## config.mk

```make
export PLATFORM = sky130hd
export DESIGN_NAME = model_vector_sinh_sequencer
export DESIGN_NICKNAME = d
export VERILOG_FILES = /design/src/rtl/model_vector_sinh_sequencer.sv
export SDC_FILE = /design/constraint.sdc
export NUM_CORES = 1
export LEC_CHECK = 0
export ABC_AREA = 1
export CAP_MARGIN = 15
export CORE_ASPECT_RATIO = 0.6
export CORE_MARGIN = 8
export CORE_UTILIZATION = 35
export DETAILED_ROUTE_END_ITERATION = 8
export DONT_BUFFER_PORTS = 1
export GPL_TIMING_DRIVEN = 1
export SLEW_MARGIN = 25
export SYNTH_ARGS = -nofsm -noshare
export SYNTH_HDL_FRONTEND = slang
export SYNTH_SLANG_ARGS = --single-unit
```

## constraint.sdc

```tcl
create_clock -name CLK -period 9.4 [get_ports CLK]
set_input_delay 0 -clock CLK [delete_from_list [all_inputs] [get_ports CLK]]
set_output_delay 0 -clock CLK [all_outputs]
set_load 0.1 [all_outputs]
```

## src/rtl/model_vector_sinh_sequencer.sv

```systemverilog
// Vector sequencer for a scalar sinh unit.
//
// Walks a vector of SIZE_IN elements through an external scalar unit one at a
// time: requests an element (DATA_ENABLE), forwards it (SCALAR_START /
// SCALAR_DATA_IN), waits for the result (SCALAR_READY) and emits it
// (DATA_OUT_ENABLE / DATA_OUT). READY pulses together with the last result,
// or one cycle after START for an empty vector. OVERFLOW_OUT is the sticky
// OR of the scalar overflow flags seen during the current vector.
//
// Ports:
//   CLK, RST                 clock, asynchronous active-high reset
//   START, SIZE_IN, READY    vector handshake
//   DATA_ENABLE              request for the next input element
//   DATA_IN_ENABLE, DATA_IN  input element
//   DATA_OUT_ENABLE,
//   DATA_OUT, OVERFLOW_OUT   result element and sticky overflow
//   SCALAR_*                 interface to the scalar sinh unit
module model_vector_sinh_sequencer #(
  parameter int unsigned DATA_SIZE    = 64,
  parameter int unsigned CONTROL_SIZE = 64
) (
  input  logic                    CLK,
  input  logic                    RST,
  input  logic                    START,
  output logic                    READY,
  input  logic [CONTROL_SIZE-1:0] SIZE_IN,
  input  logic                    DATA_IN_ENABLE,
  input  logic [DATA_SIZE-1:0]    DATA_IN,
  output logic                    DATA_ENABLE,
  output logic                    DATA_OUT_ENABLE,
  output logic [DATA_SIZE-1:0]    DATA_OUT,
  output logic                    OVERFLOW_OUT,
  output logic                    SCALAR_START,
  output logic [DATA_SIZE-1:0]    SCALAR_DATA_IN,
  input  logic                    SCALAR_READY,
  input  logic [DATA_SIZE-1:0]    SCALAR_DATA_OUT,
  input  logic                    SCALAR_OVERFLOW_IN
);

  typedef enum logic [1:0] {
    StStarter = 2'b00,
    StInput   = 2'b01,
    StEnder   = 2'b10
  } state_e;

  state_e                  state_q, state_d;
  logic [CONTROL_SIZE-1:0] index_q, index_d;
  logic [CONTROL_SIZE-1:0] size_q, size_d;
  logic                    ready_q, ready_d;
  logic                    data_enable_q, data_enable_d;
  logic                    data_out_enable_q, data_out_enable_d;
  logic                    scalar_start_q, scalar_start_d;
  logic                    overflow_q, overflow_d;
  logic [DATA_SIZE-1:0]    data_out_q, data_out_d;
  logic [DATA_SIZE-1:0]    scalar_data_in_q, scalar_data_in_d;

  logic last_element;
  assign last_element = (index_q == size_q - CONTROL_SIZE'(1));

  always_comb begin
    state_d           = state_q;
    index_d           = index_q;
    size_d            = size_q;
    overflow_d        = overflow_q;
    data_out_d        = data_out_q;
    scalar_data_in_d  = scalar_data_in_q;
    // Strobes default low so each one lasts exactly one cycle.
    ready_d           = 1'b0;
    data_enable_d     = 1'b0;
    data_out_enable_d = 1'b0;
    scalar_start_d    = 1'b0;

    case (state_q)
      StStarter: begin
        if (START) begin
          if (SIZE_IN != '0) begin
            size_d        = SIZE_IN;
            index_d       = '0;
            overflow_d    = 1'b0;
            data_enable_d = 1'b1;
            state_d       = StInput;
          end else begin
            // Empty vector: acknowledge immediately, nothing to process.
            ready_d = 1'b1;
          end
        end
      end

      StInput: begin
        if (DATA_IN_ENABLE) begin
          scalar_data_in_d = DATA_IN;
          scalar_start_d   = 1'b1;
          state_d          = StEnder;
        end
      end

      StEnder: begin
        if (SCALAR_READY) begin
          data_out_d        = SCALAR_DATA_OUT;
          data_out_enable_d = 1'b1;
          overflow_d        = overflow_q | SCALAR_OVERFLOW_IN;
          if (last_element) begin
            ready_d = 1'b1;
            index_d = '0;
            state_d = StStarter;
          end else begin
            index_d       = index_q + CONTROL_SIZE'(1);
            data_enable_d = 1'b1;
            state_d       = StInput;
          end
        end
      end

      // Unused encoding recovers to the idle state.
      default: state_d = StStarter;
    endcase
  end

  always_ff @(posedge CLK or posedge RST) begin
    if (RST) begin
      state_q           <= StStarter;
      index_q           <= '0;
      size_q            <= '0;
      ready_q           <= 1'b0;
      data_enable_q     <= 1'b0;
      data_out_enable_q <= 1'b0;
      scalar_start_q    <= 1'b0;
      overflow_q        <= 1'b0;
      data_out_q        <= '0;
      scalar_data_in_q  <= '0;
    end else begin
      state_q           <= state_d;
      index_q           <= index_d;
      size_q            <= size_d;
      ready_q           <= ready_d;
      data_enable_q     <= data_enable_d;
      data_out_enable_q <= data_out_enable_d;
      scalar_start_q    <= scalar_start_d;
      overflow_q        <= overflow_d;
      data_out_q        <= data_out_d;
      scalar_data_in_q  <= scalar_data_in_d;
    end
  end

  assign READY           = ready_q;
  assign DATA_ENABLE     = data_enable_q;
  assign DATA_OUT_ENABLE = data_out_enable_q;
  assign DATA_OUT        = data_out_q;
  assign OVERFLOW_OUT    = overflow_q;
  assign SCALAR_START    = scalar_start_q;
  assign SCALAR_DATA_IN  = scalar_data_in_q;

endmodule

```

==> metrics.md <==
| Metric | Value |
|---|---|
| Status | finished, final reports clean |
| Initial antenna violation count | 0 |
| Initial core utilization | 35.3% |
| Slew at the pin closest to its max-slew limit | 1.04 ns |
| DR top layer | met4 |
| Port-buffer cells | 0 |
| Worst VDD drop | 0.354 mV |
| Multi-input gate area | 0.00770 mm2 |
| Worst EP required | approximately 9.8 ns |
| Worst path max stage delay | ~0.72 ns |
| First-pass GRT wire length | roughly 90 mm |
| Fillers | 4357 |
| Die Wd | 285 um |
| Vias per cell | ~5.1 |
| Synth unique cells | 38 |
| Max Clk Rate | roughly 280 MHz |
| DR DRC count | 0 |
| Fin. Hold Viols | 0 |
| Share of total power in the clock network | approximately 17% |
| Worst Clk Skew | between 0.02 and 0.03 ns |
| Die height | roughly 180 um |
| Net Count, Synth | 2373 |
| Pin count of the biggest net entering global routing | between 100 and 150 |
| Critical-path top delay cell | nor4_1 |
| CTS tree | done |
| Final Wtd Congestion | about 1.1 |
| Count of TritonRoute iterations in the first routing pass | 6 |
| Power density over the cells | ~370 mW/mm2 |
| ANT nets after route | 0 |
| Worst setup EP type | flop |
| Crit-path cells | dlygate4sd3_1 -> nor2_1 -> nand2_1 -> nor4_1 -> nand4_1 -> nand2_1 -> buf_4 -> clkinv_2 -> buf_4 -> nand2_1 -> nor2_1 -> nand2_1 -> xor2_1 -> a21oi_2 |
| Synthesis Warnings | 0 |
| Arrival time worst endpoint | ~4.0 ns |
| WHS | 0.0376 ns |
| Comb power frac | between 20 and 30% |
| Syn_area_per_cell | ~7.0 um2 |
| Clock Latency Late Sink | 0.58 ns |
| Drt total wl | between 60 and 70 mm |
| Worst hold path class | primary input to flop |
| Synth top area share | around 43% |
| CTS sink cnt | approximately 260 |
| TritonCTS Buffers | 27 |
| Yosys top cell by area | dfrtp_1 |
| Maxcap violations | 0 |
| Startpoint types | primary input |
| Max clock buf depth | 3 |
| Crit path from | SIZE_IN[33] |
| CP max FO | 48 |
| Share of post-route cells with drive strength above 1 | 5.41% |
| GRT overflow | 0 |
| Post-Synthesis Cells | approximately 2200 |
| Reg power frac | a little under three fifths |
| Core area | roughly 0.043 mm2 |
| Tot GR Track Use | 22.8% |
| HP Start | DATA_IN_ENABLE |
| Ant. Diodes | 0 |
| Crit Path Class | primary input to flop |
| Synthesized cell area | 0.0152 mm2 |
| Post-DP HPWL | roughly 47 mm |
| DIE AREA | roughly 0.051 mm2 |
| Switching part of the total | 60.7% |
| Avg WL per Cell | 20.7 um |
| Nets@finish | ~2500 |
| Via count | 15100 |
| PostCTS Resize Cnt | 0 |
| H-tree levels | 1 |
| Power after layout | between 6 and 7 mW |
| Crit path top cell by count | nand2_1 |
| Met1 wire length | roughly 27 mm |
| Vias in the first global route | 14500 |
| Layout area overhead | 22.6% |
| Final min period | ~3.5 ns |
| RSZ-0062 raised after global routing | no |
| Setup TNS | 0 ns |
| Top cells by area, synth | dfrtp_1 43%, nand2_1 23%, nor2_1 6.9%, xor2_1 4.6%, inv_1 4.1% |
| #FFs+latches synth | around 260 |
| Int Pwr | approximately 2.7 mW |
| CTS Root Cell | clkbuf_16 |
| Worst r2r src | size_q[13]$_DFFE_PP0P_ |
| Setup violators final | 0 |
| Slew Limit Fails | 0 |
| Met3 wire length | between 7 and 8 mm |
| Final worst-path cycle share | 37.7% |
| Slew Limit Headroom | just over 30% |
| Register area share after synthesis | 43.3% |
| Core Rows | about 60 |
| Register area | 0.00658 mm2 |
| Clk slew on worst S/H paths | about 0.060 ns |
| Met2 wire len | approximately 25 mm |
| Switching power | ~4.2 mW |
| IO Pins | approximately 330 |
| Leak | between 8 and 9 nW |
| DRT iter0 DRCs | about 1800 |
## layer usage
layer	up-vias	track usage, %
li1	7103	-
met1	7138	33.3
met2	756	31.6
met3	89	8.13
met4	0	5.42
met5	-	0
## Yosys cell counts, drive strengths merged
cell type,count
nor3b,1
ha,2
and2,2
mux2i,1
nand4,33
nand3b,13
nor3,36
nor4,10
xnor2,26
nand2,934
and3,1
buf,14
inv,168
nor2,300
o21ai,61
xor2,80
o211ai,1
clkinv,1
clkbuf,48
or2,3
xnor3,1
nand3,106
dfrtp,263
a21boi,1
a21oi,67
## flip-flops by register name, indices dropped and copies added (netlist names)
| name | flops |
|---|---|
| READY | 1 |
| DATA_OUT_ENABLE | 1 |
| index_q | 64 |
| state_q | 2 |
| SCALAR_START | 1 |
| DATA_OUT | 64 |
| DATA_ENABLE | 1 |
| SCALAR_DATA_IN | 64 |
| OVERFLOW_OUT | 1 |
| size_q | 64 |
## repair_timing
item                                   in CTS  in global routing
endpoints found under the hold margin     327                  0
hold buffers                              199                  0
buffers inserted                            0                  0
## final cells by class
| cell class | instances | area share, % |
|---|---|---|
| well taps | 579 | 3.89 |
| inverters | 169 | 3.45 |
| multi-input cells | 1679 | 41.3 |
| clock buffers | 36 | 4.02 |
| flip-flops and latches | 263 | 35.3 |
| repair buffers | 207 | 11.1 |
| clock inverters | 13 | 0.893 |
## path summary, 6_finish.rpt
check	slack (ns)	to	cells past startpoint
max in group asynchronous	7.94	size_q[30]$_DFFE_PP0P_	3
min in group asynchronous	0.13	SCALAR_DATA_IN[5]$_DFFE_PP0P_	2
setup / recovery	5.85	index_q[47]$_DFFE_PP0P_	14
hold / removal	0.04	SCALAR_DATA_IN[29]$_DFFE_PP0P_	4
setup reg to reg	5.87	index_q[14]$_DFFE_PP0P_	16
hold reg to reg	0.57	size_q[13]$_DFFE_PP0P_	2
## power groups by stage
stage / logic, mW / registers (mW) / clock network [mW]
finish: 1.88 / 3.89 / 1.14
CTS: 1.82 / 3.88 / 1.16
global placement: 1.72 / 3.89 / 0
global route: 2.10 / 3.92 / 1.20
floorplan: 1.33 / 3.67 / 0
detailed placement: 1.75 / 3.89 / 0
## worst max-delay path, delay by kind of cell
| family | cells | cell delay, ns |
|---|---|---|
| buffers and inverters | 4 | 2.04 |
| AO/OA/AOI/OAI | 1 | 0.04 |
| XOR/XNOR | 1 | 0.18 |
| AND/OR/NAND/NOR | 8 | 1.68 |
## through the flow
stage                     utilization, %  setup WS (ns)  cell area (um2)  std cells
after global routing                43.2           5.57            18600       2946
final                               43.2           5.85            18600       2946
after floorplan                        -           2.16            15200       2173
after CTS                           43.2           5.97            18600       2946
after global placement              36.5           5.96            15700       2698
after detailed placement            36.5           6.01            15700       2698
## kinds of logic after synthesis
group | share of synthesized area, %
AOI/OAI and AO/OA | 5.05
muxes | 0.0659
buffers and inverters | 6.15
and+or+nand+nor | 39.0
adders and majority gates | 0.165
DFF | 43.3
xor gates and xnor gates | 6.26
## layout by cell type (no fill, tap or decap), types with 5 or more instances in the layout
master / instances
nand2_2: 9
nand3_1: 105
nor2_1: 277
clkbuf_16: 27
inv_1: 164
dfrtp_1: 262
xor2_1: 80
nand4_1: 33
nor2_4: 9
dlygate4sd3_1: 199
nor3_1: 36
o21ai_0: 57
clkbuf_1: 5
a21oi_1: 37
a21oi_2: 30
nand3b_1: 13
buf_4: 7
nor2_2: 12
nand2_1: 922
nor4_1: 10
xnor2_1: 26
Power figures use the tool's default switching activity.
